==> config.mk <==
export PLATFORM = sky130hd
export DESIGN_NAME = pipeline_ctrl
export DESIGN_NICKNAME = d
export VERILOG_FILES = /design/src/rtl/rv32i_types.sv /design/src/rtl/sat_counter32.sv /design/src/rtl/pipeline_ctrl.sv
export SDC_FILE = /design/constraint.sdc
export NUM_CORES = 1
export LEC_CHECK = 0
export CAP_MARGIN = 0
export CORE_MARGIN = 2
export CORE_UTILIZATION = 50
export DETAILED_ROUTE_END_ITERATION = 7
export PLACE_DENSITY = 0.84
export SETUP_SLACK_MARGIN = 0.5
export SYNTH_ARGS = -nofsm -noshare
export SYNTH_HDL_FRONTEND = slang
export SYNTH_SLANG_ARGS = --single-unit
==> constraint.sdc <==
create_clock -name clk -period 5.4 [get_ports clk]
set_input_delay 1.62 -clock clk [delete_from_list [all_inputs] [get_ports clk]]
set_output_delay 1.62 -clock clk [all_outputs]
set_load 0.05 [all_outputs]
==> src/rtl/rv32i_types.sv <==
`default_nettype none
// ============================================================================
//  Module      : rv32i_types (package)
//  Description : Shared types and constants for the RV32I pipeline control
//                logic: the 2-bit stall-controller state and the canonical
//                NOP instruction (addi x0, x0, 0).
//  Revision    : 1.0 - initial release
// ============================================================================
package rv32i_types;

    typedef enum logic [1:0] {
        ST_RUN       = 2'd0,   // pipeline flowing
        ST_WAIT_BOTH = 2'd1,   // fetch and data responses both outstanding
        ST_WAIT_I    = 2'd2,   // data side done, fetch outstanding
        ST_WAIT_D    = 2'd3    // fetch side done, data outstanding
    } ctrl_state_t;

    localparam logic [31:0] NOP_INSTR = 32'h0000_0013;

endpackage : rv32i_types
`default_nettype wire

==> src/rtl/sat_counter32.sv <==
`default_nettype none
// ============================================================================
//  Module      : sat_counter32
//  Description : 32-bit event counter that sticks at all-ones instead of
//                wrapping. Synchronous clear has priority over increment.
//  Ports       : clk    - clock
//                rst_n  - asynchronous active-low reset
//                inc_i  - count one event this cycle
//                clr_i  - synchronous clear
//                cnt_o  - current count
//  Revision    : 1.0 - initial release
// ============================================================================
module sat_counter32 (
    input  logic        clk,
    input  logic        rst_n,
    input  logic        inc_i,
    input  logic        clr_i,
    output logic [31:0] cnt_o
);

    logic [31:0] cnt_q;
    logic [31:0] cnt_d;

    always_comb begin
        cnt_d = cnt_q;
        if (clr_i) begin
            cnt_d = 32'd0;
        end else if (inc_i && (cnt_q != 32'hFFFF_FFFF)) begin
            cnt_d = cnt_q + 32'd1;
        end
    end

    always_ff @(posedge clk or negedge rst_n) begin
        if (!rst_n) begin
            cnt_q <= 32'd0;
        end else begin
            cnt_q <= cnt_d;
        end
    end

    assign cnt_o = cnt_q;

endmodule : sat_counter32
`default_nettype wire

==> src/rtl/pipeline_ctrl.sv <==
`default_nettype none
// ============================================================================
//  Module      : pipeline_ctrl
//  Description : Stall/flush controller for a 5-stage RV32I pipeline with
//                variable-latency instruction and data memories. The whole
//                pipeline advances only when both the fetch response and (if a
//                load/store is in MEM) the data response have been seen. A
//                response that arrives early is parked in a hold register and
//                replayed on inst_out/load_data in the advancing cycle.
//  Ports       : clk, rst (async, active-low)
//                imem_resp/imem_rdata  - fetch response pulse and data
//                dmem_req              - MEM stage holds a valid load/store
//                dmem_resp/dmem_rdata  - data response pulse and data
//                load_use, br_taken    - hazard / redirect requests
//                imem_req, *_we        - pipeline register enables
//                if_id_flush, id_ex_bubble - squash controls
//                inst_out, load_data   - muxed fetch / load data
//                stall_cnt, flush_cnt  - saturating event counters
//  Revision    : 1.0 - initial release
// ============================================================================
module pipeline_ctrl
    import rv32i_types::*;
(
    input  logic        clk,
    input  logic        rst,
    input  logic        imem_resp,
    input  logic [31:0] imem_rdata,
    input  logic        dmem_req,
    input  logic        dmem_resp,
    input  logic [31:0] dmem_rdata,
    input  logic        load_use,
    input  logic        br_taken,
    output logic        imem_req,
    output logic        pc_we,
    output logic        if_id_we,
    output logic        id_ex_we,
    output logic        ex_mem_we,
    output logic        mem_wb_we,
    output logic        if_id_flush,
    output logic        id_ex_bubble,
    output logic [31:0] inst_out,
    output logic [31:0] load_data,
    output logic [31:0] stall_cnt,
    output logic [31:0] flush_cnt
);

    ctrl_state_t state_q, state_d;
    logic        active_q;      // reset released and resynchronised to clk
    logic        first_q;       // first active cycle: kick off the initial fetch
    logic [31:0] hold_i_q, hold_d_q;
    logic        imem_ok, dmem_ok, advance;
    logic        cap_i, cap_d;

    // Reset asserts asynchronously but is released on a clock edge, so the
    // first active cycle is the one after rst rises.
    always_ff @(posedge clk or negedge rst) begin
        if (!rst) begin
            active_q <= 1'b0;
            first_q  <= 1'b1;
        end else begin
            active_q <= 1'b1;
            if (active_q) begin
                first_q <= 1'b0;
            end
        end
    end

    // Which side is satisfied this cycle, depending on what is still owed.
    // In the WAIT states dmem_req is ignored: MEM is frozen.
    always_comb begin
        imem_ok = imem_resp;
        dmem_ok = !dmem_req || dmem_resp;
        case (state_q)
            ST_WAIT_BOTH: dmem_ok = dmem_resp;
            ST_WAIT_I:    dmem_ok = 1'b1;
            ST_WAIT_D: begin
                imem_ok = 1'b1;
                dmem_ok = dmem_resp;
            end
            default: ;
        endcase
    end

    assign advance = active_q && imem_ok && dmem_ok;

    // Only RUN/WAIT_BOTH can still be owed either response; a duplicate pulse
    // for an already-satisfied side must not overwrite the parked value.
    assign cap_i = active_q && !advance && imem_resp &&
                   ((state_q == ST_RUN) || (state_q == ST_WAIT_BOTH));
    assign cap_d = active_q && !advance && dmem_resp &&
                   ((state_q == ST_RUN) || (state_q == ST_WAIT_BOTH));

    always_comb begin
        state_d = state_q;
        if (advance) begin
            state_d = ST_RUN;
        end else if (active_q &&
                     ((state_q == ST_RUN) || (state_q == ST_WAIT_BOTH))) begin
            case ({imem_ok, dmem_ok})
                2'b00:   state_d = ST_WAIT_BOTH;
                2'b01:   state_d = ST_WAIT_I;
                2'b10:   state_d = ST_WAIT_D;
                default: state_d = ST_RUN;
            endcase
        end
    end

    always_ff @(posedge clk or negedge rst) begin
        if (!rst) begin
            state_q  <= ST_RUN;
            hold_i_q <= 32'd0;
            hold_d_q <= 32'd0;
        end else begin
            state_q <= state_d;
            if (cap_i) hold_i_q <= imem_rdata;
            if (cap_d) hold_d_q <= dmem_rdata;
        end
    end

    assign inst_out  = (state_q == ST_WAIT_D) ? hold_i_q : imem_rdata;
    assign load_data = (state_q == ST_WAIT_I) ? hold_d_q : dmem_rdata;

    // Pipeline enables. Everything freezes when not advancing; a taken
    // branch outranks a load-use hazard.
    always_comb begin
        pc_we        = 1'b0;
        if_id_we     = 1'b0;
        id_ex_we     = 1'b0;
        ex_mem_we    = 1'b0;
        mem_wb_we    = 1'b0;
        if_id_flush  = 1'b0;
        id_ex_bubble = 1'b0;
        if (advance) begin
            id_ex_we  = 1'b1;
            ex_mem_we = 1'b1;
            mem_wb_we = 1'b1;
            if (br_taken) begin
                pc_we        = 1'b1;
                if_id_we     = 1'b1;
                if_id_flush  = 1'b1;
                id_ex_bubble = 1'b1;
            end else if (load_use) begin
                id_ex_bubble = 1'b1;
            end else begin
                pc_we    = 1'b1;
                if_id_we = 1'b1;
            end
        end
    end

    assign imem_req = active_q && (first_q || pc_we);

    sat_counter32 u_stall_cnt (
        .clk   (clk),
        .rst_n (rst),
        .inc_i (active_q && (!advance || (load_use && !br_taken))),
        .clr_i (!active_q),
        .cnt_o (stall_cnt)
    );

    sat_counter32 u_flush_cnt (
        .clk   (clk),
        .rst_n (rst),
        .inc_i (advance && br_taken),
        .clr_i (!active_q),
        .cnt_o (flush_cnt)
    );

endmodule : pipeline_ctrl
`default_nettype wire

==> results of run 1 <==
[kinds of logic (layout without fill, tap and decap cells)]
kind of cell / count (synthesis) / count (layout)
adders and majority gates: 4 / 4
DFF: 132 / 132
and+or+nand+nor: 193 / 193
buffers and inverters: 54 / 263
other: 1 / 1
AOI/OAI and AO/OA: 114 / 114
muxes: 141 / 141
[power by group through the flow]
stage	sequential [mW]	combinational, mW	clock [mW]
finish	1.38	1.92	1.09
global route	1.41	2.02	1.15
CTS	1.38	1.94	1.11
detailed placement	1.39	1.93	0
global placement	1.36	1.88	0
floorplan	1.36	1.32	0
[area by class of cell]
class / count / area [sq um]
clock buffers: 27 / 513.0
clock inverters: 4 / 45.04
fillers: 968 / 3904
inverters: 15 / 56.30
multi-input cells: 453 / 3607
flip-flops and latches: 132 / 3304
well taps: 180 / 225.2
repair buffers: 217 / 2226
[layout by cell type (no fill, tap or decap), types with 17 or more instances in the layout]
cell type / Yosys / layout
dfrtp_1: 131 / 131
nand4_1: 22 / 22
mux2_2: 98 / 98
clkbuf_16: 0 / 17
or4_1: 38 / 38
nand2_1: 33 / 33
nand3_1: 19 / 18
clkdlybuf4s50_1: 0 / 197
o31ai_1: 40 / 40
mux2_1: 30 / 30
a21oi_1: 48 / 48
[metal layers]
metal	vias to the layer above	track usage [%]	part of all wire, %
li1	2833	-	-
met1	2984	30.58	40
met2	236	44.47	51
met3	24	6.365	7.4
met4	0	9.091	1.4
met5	-	0	0
[worst max-delay path: stages]
cell	delay (ns)
clkdlybuf4s50_1	0.56
a21o_1	0.20
nand3_2	0.18
nor2_1	0.21
buf_4	0.26
buf_12	0.16
[sequential cells by signal, summed over array words and instances, names as in the netlist]
name and flops:
active_q 1, first_q 1, hold_d_q 32, hold_i_q 32, state_q 2, u_flush_cnt.cnt_o 32, u_stall_cnt.cnt_o 32
[metrics by stage]
stage	worst slack [ns]	utilization, %	instance area, sq um	std cells	power, mW
final	0.5843	71.88	9977	1028	4.389
after global routing	0.5213	71.88	9977	1028	4.575
after CTS	0.5157	71.84	9972	1028	4.421
after detailed placement	0.5298	67.82	9414	997	3.321
after global placement	0.5595	67.82	9414	997	3.241
after floorplan	0.5462	-	7139	639	2.684
[worst max path at each step]
stage                   start        to  slack (ns)  cells past startpoint
finish              imem_resp     pc_we        0.58                      6
global route        imem_resp     pc_we        0.52                      6
CTS                 imem_resp     pc_we        0.52                      6
detailed placement  imem_resp     pc_we        0.53                      6
global placement    imem_resp     pc_we        0.56                      6
floorplan            dmem_req  imem_req        0.55                      7
==> run_results.csv, run 1 <==
group,metric,value,unit
status,outcome,"completed",
floorplanning,initial_core_util,51.33,%
route,vias_per_cell,5.911,
power,internal-power,2.719,mW
grt,grt-ovfl-total,0,
logic_synthesis,ys_warn_count,0,
sta,hold_viol,0,
clock_tree,cts_buffer_depth,2,
logic_synthesis,ys_ff_latch,132,
logic_synthesis,yosys_most_used_dff,"dfrtp_1",
clock_tree,cts.repair.resized,0,
critical_path,end_kind,"output pin",
power,p_switching,1.670,mW
floorplanning,die-area,15220,sq um
critical_path,worstReg2RegEnd,"u_stall_cnt.cnt_o[11]",
layout,antennaDiodeCount,0,
sta,skew,0.009617,ns
route,routedWlPerCell,18.91,um
power,clockPowerShare,24.9,%
floorplanning,die_h,123.4,um
floorplanning,core-area,13880,sq um
route,dr.pass1.iters,5,
sta,worst_slew_pin_slew,1.204,ns
logic_synthesis,synth-simple-area-share,16.89,%
logic_synthesis,async_flop_share,100.0,%
layout,syn_to_final_growth,40.04,%
logic_synthesis,muxShareOfSynthArea,22.06,%
critical_path,arrival,3.20,ns
logic_synthesis,synth_area,7124,sq um
clock_tree,cts_hold_buf,0,
sta,max_freq,0.2077,GHz
flow_run,max_cap_viol_count,0,
clock_tree,path_clk_slew,0.05,ns
critical_path,critPathKind,"in -> out",
route,drt_iter0_drc,378,
power,p_leak,3.846,nW
clock_tree,post_cts_buffers,0,
grt,first_global_vias,6026,
floorplanning,ios,207,
critical_path,r2r-start,"u_stall_cnt.cnt_o[0]",
logic_synthesis,synthTopCellsByCount,"dfrtp_1 (131), mux2_2 (98), a21oi_1 (48)",
grt,grt_pass1_wl,30100,um
power,vdd_drop_max,0.1951,mV
logic_synthesis,synth_area_leaders,"dfrtp_1 (46%), mux2_2 (15%), mux2_1 (4.7%)",
clock_tree,clk_latency,0.42,ns
sta,setup_viol,0,
grt,grt_usage,25.53,%
logic_synthesis,post-synth-top-area-cell,"dfrtp_1",
logic_synthesis,yosysSeqAreaShare,46.38,%
logic_synthesis,syn_inst,639,
clock_tree,cts_tree,"yes",
sta,rsz0062_at_grt,"false",
logic_synthesis,synth_edf_count,0,
route,vias,6077,
logic_synthesis,yosysMostFrequentCell,"dfrtp_1",
critical_path,path_max_fanout,13,
route,antenna_left,0,
layout,num-nets-final,911,
min_path,hold_class,"reg -> reg",
place,numPortBuffers,206,
power,seqPwrFrac,31.4,%
critical_path,required,3.78,ns
logic_synthesis,syn_area_per_cell,11.15,sq um
sta,relSlewSlack,19.74,%
critical_path,ff2ff_path_depth,6,
critical_path,reg2reg_setup_slack,2.66,ns
sta,period_share,89.18,%
min_path,whs_path_depth,1,
logic_synthesis,synth_cell_types,56,
power,netSwitchingFraction,38.05,%
grt,antenna_found_initial,0,
place,place_hpwl,13650,um
sta,slew_violations,0,
route,route.detailed.drc,0,
min_path,hold_start,"hold_i_q[6]",
layout,layout-drive-gt1-share,19.34,%
logic_synthesis,yosys.area_share.adder,0.7025,%
floorplanning,fp.dieW,123.4,um
power,p_comb_share,43.7,%
sta,fin_hold_ws,0.4825,ns
floorplanning,std_cell_rows,43,
clock_tree,htree_levels,4,
critical_path,startpoint_type,"primary input",
clock_tree,cts_made_buffers,17,
min_path,hold-path-endpoint,"hold_i_q[6]",
logic_synthesis,synth_top_family_by_area,"multiplexers",
sta,tns,0,ns
power,power_density,439.9,nW/um^2
place,gp_congestion,0.8339,
grt,grt_start_max_net_pins,110,
route,wirelength,19440,um
logic_synthesis,syn_nets,714,
sta,post-route-min-period,4.816,ns
clock_tree,cts.sinks,132,
logic_synthesis,synth_top_area_share,46.01,%
logic_synthesis,synth_compound_area_share,10.50,%
clock_tree,root_buffer,"clkbuf_16",
logic_synthesis,synth-xor-area-share,0,%
Power figures use the tool's default switching activity.
==> run 2, diff against run 1 <==
--- a/config.mk
+++ b/config.mk
@@ -5,11 +5,12 @@
 export SDC_FILE = /design/constraint.sdc
 export NUM_CORES = 1
 export LEC_CHECK = 0
+export ABC_AREA = 1
 export CAP_MARGIN = 0
 export CORE_MARGIN = 2
 export CORE_UTILIZATION = 50
 export DETAILED_ROUTE_END_ITERATION = 7
-export PLACE_DENSITY = 0.84
+export PLACE_DENSITY = 0.82
 export SETUP_SLACK_MARGIN = 0.5
 export SYNTH_ARGS = -nofsm -noshare
 export SYNTH_HDL_FRONTEND = slang
==> run_results.csv, run 2 <==
group,metric,value,unit
layout,nFillCells,1287,
power,vdd_drop_max,0.3574,mV
route,top_layer_used,"met4",
logic_synthesis,post-synth-top-area-cell,"dfrtp_1",
floorplanning,die-area,16660,sq um
sta,max_freq,0.2081,GHz
logic_synthesis,synth_top_area_share,41.91,%
logic_synthesis,async_flop_share,100.0,%
clock_tree,cts_made_buffers,17,
place,numPortBuffers,206,
logic_synthesis,synth_edf_count,0,
layout,num-nets-final,1418,
logic_synthesis,yosysMostFrequentCell,"nand2_1",
place,place_hpwl,15240,um
floorplanning,fp.dieW,129.1,um
critical_path,startpoint_type,"primary input",
floorplanning,ios,207,
clock_tree,clk_latency,0.42,ns
clock_tree,cts.sinks,132,
floorplanning,die_h,129.1,um
critical_path,arrival,3.18,ns
sta,tns,0,ns
grt,first_global_vias,7308,
sta,post-route-min-period,4.805,ns
grt,grt_usage,27.04,%
logic_synthesis,ys_ff_latch,132,
sta,setup_ws,0.5955,ns
clock_tree,htree_levels,4,
logic_synthesis,ys_warn_count,0,
route,routedWlPerCell,13.91,um
route,wirelength,21800,um
sta,skew,0.009005,ns
power,p_leak,4.796,nW
clock_tree,cts_buffer_depth,2,
sta,setup_viol,0,
grt,grt_start_max_net_pins,67,
min_path,hold_class,"reg -> reg",
critical_path,critPathKind,"in -> out",
sta,slew_violations,0,
logic_synthesis,synthTopCellsByCount,"nand2_1 (415), nor2_1 (161), dfrtp_1 (131)",
flow_run,max_cap_viol_count,0,
floorplanning,core-area,15260,sq um
route,antenna_left,0,
layout,antennaDiodeCount,0,
sta,worst_slew_pin_slew,1.177,ns
logic_synthesis,yosys_most_used_dff,"dfrtp_1",
floorplanning,std_cell_rows,45,
grt,grt_pass1_wl,35850,um
logic_synthesis,synth_area_leaders,"dfrtp_1 (42%), nand2_1 (20%), nor2_1 (7.7%)",
layout,fin_area,10530,sq um
layout,final_cell_mix,"nand2_1 (414), clkdlybuf4s50_1 (197), nor2_1 (161)",
logic_synthesis,syn_area_per_cell,6.742,sq um
logic_synthesis,synth_cell_types,32,
sta,rsz0062_at_grt,"false",
critical_path,end_kind,"output pin",
critical_path,path_max_fanout,2,
place,postPlaceCellArea,9962,sq um
place,pre_cts_slack,0.6108,ns
route,vias_per_cell,5.098,
grt,antenna_found_initial,0,
sta,period_share,88.97,%
logic_synthesis,syn_nets,1235,
logic_synthesis,syn_inst,1160,
route,met3WireLength,1836,um
clock_tree,cts_hold_buf,0,
route,vias,7988,
route,route.detailed.drc,0,
route,drt_iter0_drc,608,
clock_tree,root_buffer,"clkbuf_16",
status,outcome,"completed",
layout,syn_to_final_growth,34.57,%
route,met2_length,10150,um
route,dr.pass1.iters,6,
logic_synthesis,yosysSeqAreaShare,42.25,%
layout,layout-drive-gt1-share,5.015,%
clock_tree,cts_tree,"yes",
logic_synthesis,synth_area,7821,sq um
clock_tree,path_clk_slew,0.06,ns
power,power_density,346.0,nW/um^2
grt,grt-ovfl-total,0,
sta,relSlewSlack,21.37,%
layout,final_common_cell,"nand2_1",
layout,fin_util,68.98,%
route,wl_met1,9349,um
place,gp_congestion,0.9328,
sta,hold_viol,0,
critical_path,required,3.78,ns
floorplanning,initial_core_util,51.26,%
## run 2: cell types whose count changed after synthesis, sizes merged, moves of 40 or more
cell   before  now
nand2      33  423
mux2      128    0
nor2       14  167
inv        14  125
o21ai      13  118
o31ai      40    0
## run 2: cell families (layout without fill, tap and decap cells)
| kind of cell | after synthesis | in the layout | synth area share [%] |
|---|---|---|---|
| flops | 132 | 132 | 42.25 |
| compound gates | 155 | 155 | 10.27 |
| other cells | 1 | 1 | 0.04795 |
| buf+inv | 171 | 367 | 9.151 |
| simple gates | 674 | 674 | 35.07 |
| xor+xnor | 23 | 23 | 2.576 |
| fa+ha+maj | 4 | 4 | 0.6399 |
## run 2: path summary, 6_finish.rpt
| check | from | to | slack, ns | cells past startpoint |
|---|---|---|---|---|
| setup / recovery | imem_rdata[31] | inst_out[31] | 0.60 | 4 |
| hold / removal | hold_i_q[7] | hold_i_q[7] | 0.48 | 2 |
| setup reg to reg | state_q[1] | u_stall_cnt.cnt_o[18] | 2.21 | 6 |
| hold reg to reg | hold_i_q[7] | hold_i_q[7] | 0.48 | 2 |
| max in group asynchronous | rst | first_q | 3.22 | 2 |
| min in group asynchronous | rst | u_stall_cnt.cnt_o[30] | 1.20 | 1 |
## run 2: metal layers
metal | vias to the layer above | track usage (%)
met2 | 317 | 44.10
li1 | 3989 | -
met3 | 43 | 8.216
met1 | 3639 | 34.57
met4 | 0 | 9.015
met5 | - | 0
## run 2: per-stage QoR
stage / hold WS (ns) / total power, mW / cells
finish: 0.4843 / 3.641 / 1567
global route: 0.5046 / 3.826 / 1567
CTS: 0.4712 / 3.665 / 1567
detailed placement: 0.4626 / 2.554 / 1535
global placement: 0.4660 / 2.521 / 1535
floorplan: 0.4315 / 2.131 / 1160
## run 2: layout make-up
class                           instances  area [sq um]  share of cell area, %
Multi-Input combinational cell        857          3817                  36.27
Sequential cell                       132          3304                  31.40
Timing Repair Buffer                  210          2111                  20.05
Clock buffer                           25         485.5                  4.612
Inverter                              125         469.2                  4.458
Tap cell                              211         264.0                  2.508
Clock inverter                          7         73.82                 0.7014
## run 2: what timing repair did
item	in CTS	in global routing
buffers inserted	0	0
hold endpoints to repair	0	0
gates resized for setup	0	1
endpoints found under the setup margin	0	1
## run 2: critical path: stages
cell and delay [ns]:
clkdlybuf4s50_1 0.48, inv_1 0.06, a21oi_1 0.17, clkdlybuf4s50_1 0.85
## run 2: power by group
part           internal (mW)  total (mW)  switching, mW
Combinational          0.394        1.22          0.824
Sequential              1.22        1.32          0.108
Clock                  0.670        1.10          0.427
Total                   2.28        3.64           1.36
==> run 3, diff against run 2 <==
--- a/config.mk
+++ b/config.mk
@@ -11,6 +11,7 @@
 export CORE_UTILIZATION = 50
 export DETAILED_ROUTE_END_ITERATION = 7
 export PLACE_DENSITY = 0.82
+export REMOVE_ABC_BUFFERS = 1
 export SETUP_SLACK_MARGIN = 0.5
 export SYNTH_ARGS = -nofsm -noshare
 export SYNTH_HDL_FRONTEND = slang
==> run_results.csv, run 3 (synthesis results as in run 2) <==
group,metric,value,unit
layout,final_cell_mix,"nand2_1 (414), clkdlybuf4s50_1 (197), nor2_1 (161)",
sta,worst_slew_pin_slew,1.138,ns
grt,grt_pass1_wl,36540,um
critical_path,path_max_fanout,2,
grt,grt_usage,27.49,%
layout,layout-drive-gt1-share,5.236,%
power,power_density,351.0,nW/um^2
sta,skew,0.009220,ns
layout,multi_input_area,3819,sq um
sta,setup_viol,0,
sta,slew_violations,0,
power,vdd_drop_max,0.3410,mV
critical_path,startpoint_type,"primary input",
power,p_leak,4.816,nW
clock_tree,cts_tree,"yes",
min_path,hold_class,"reg -> reg",
sta,relSlewSlack,23.85,%
route,routedWlPerCell,13.93,um
layout,final-seq-area,3304,sq um
sta,max_freq,0.2083,GHz
layout,fin_util,69.29,%
floorplanning,ios,207,
critical_path,arrival,3.18,ns
sta,post-route-min-period,4.800,ns
route,antenna_left,0,
sta,period_share,88.90,%
floorplanning,initial_core_util,51.26,%
route,vias_per_cell,5.062,
grt,grt_start_max_net_pins,81,
layout,fin_area,10570,sq um
sta,hold_viol,0,
clock_tree,root_buffer,"clkbuf_16",
route,drt_iter0_drc,533,
grt,first_global_vias,7601,
status,outcome,"completed",
place,place_hpwl,15450,um
floorplanning,std_cell_rows,45,
clock_tree,cts.sinks,132,
route,wirelength,21830,um
sta,rsz0062_at_grt,"false",
sta,tns,0,ns
floorplanning,core-area,15260,sq um
sta,fin_hold_ws,0.4602,ns
clock_tree,htree_levels,4,
layout,nFillCells,1284,
place,postPlaceCellArea,9970,sq um
grt,antenna_found_initial,0,
floorplanning,die-area,16660,sq um
critical_path,required,3.78,ns
clock_tree,cts_made_buffers,17,
clock_tree,cts_buffer_depth,2,
layout,num-nets-final,1419,
place,numPortBuffers,206,
layout,final_common_cell,"nand2_1",
clock_tree,path_clk_slew,0.06,ns
layout,syn_to_final_growth,35.18,%
flow_run,max_cap_viol_count,0,
critical_path,critPathKind,"in -> out",
place,gp_congestion,0.9734,
route,route.detailed.drc,0,
route,vias,7932,
grt,grt-ovfl-total,0,
route,dr.pass1.iters,7,
floorplanning,die_h,129.1,um
clock_tree,clk_latency,0.42,ns
floorplanning,fp.dieW,129.1,um
critical_path,end_kind,"output pin",
layout,antennaDiodeCount,0,
-- run 3: changes by cell type in the layout (fill, tap and decap cells not counted) --
cell,delta
clkinv_4,-2
a21oi_2,-1
clkinv_2,-1
nand3_1,-1
clkinvlp_4,+2
nand3_2,+1
a21oi_1,+1
bufinv_16,+1
clkbuf_1,-3
clkbuf_8,+2
buf_4,+1
-- run 3: routing by layer --
metal	GRT usage, %	share of wire [%]	up-vias
met2	45.04	48	252
met1	35.40	43	3676
met4	9.143	2.1	0
met3	7.680	7.7	36
li1	-	-	3968
met5	0	0	-
-- run 3: timing repair --
item	4_1_cts	5_1_grt
endpoints found under the hold margin	0	0
hold buffers	0	0
buffers inserted	0	0
resized for setup	0	1
endpoints found under the setup margin	0	3
-- run 3: final timing paths --
kind,start,end,slack (ns),cells after the start
max in group asynchronous,rst,u_flush_cnt.cnt_o[30],3.24,2
hold reg to reg,first_q,first_q,0.46,2
min in group asynchronous,rst,u_stall_cnt.cnt_o[29],1.23,1
setup / recovery,imem_rdata[26],inst_out[26],0.60,4
hold / removal,first_q,first_q,0.46,2
setup reg to reg,state_q[1],u_stall_cnt.cnt_o[19],2.45,7
-- run 3: power breakdown --
group	internal [mW]	leakage (nW)	switching, mW	total [mW]
Combinational	0.395	2.79	0.822	1.22
Sequential	1.22	1.74	0.107	1.32
Clock	0.739	0.285	0.432	1.17
Total	2.35	4.82	1.36	3.71
-- run 3: cell type report --
cell class	count	area share [%]
clock inverter	7	0.9112
multi-input combinational	857	36.12
inverter	125	4.438
timing repair buffer	211	20.04
clock buffer	24	4.746
sequential	132	31.25
tap	211	2.497
-- run 3: worst max-delay path, cell delays in order --
cell,delay [ns]
clkdlybuf4s50_1,0.45
inv_1,0.04
a21oi_1,0.20
clkdlybuf4s50_1,0.86
-- run 3: stage by stage --
step	cells	power [mW]	worst slack [ns]
after floorplan	1114	2.109	0.9066
after global placement	1536	2.524	0.5744
after detailed placement	1536	2.551	0.5513
after CTS	1567	3.737	0.5468
after global routing	1567	3.906	0.5236
final	1567	3.711	0.5997
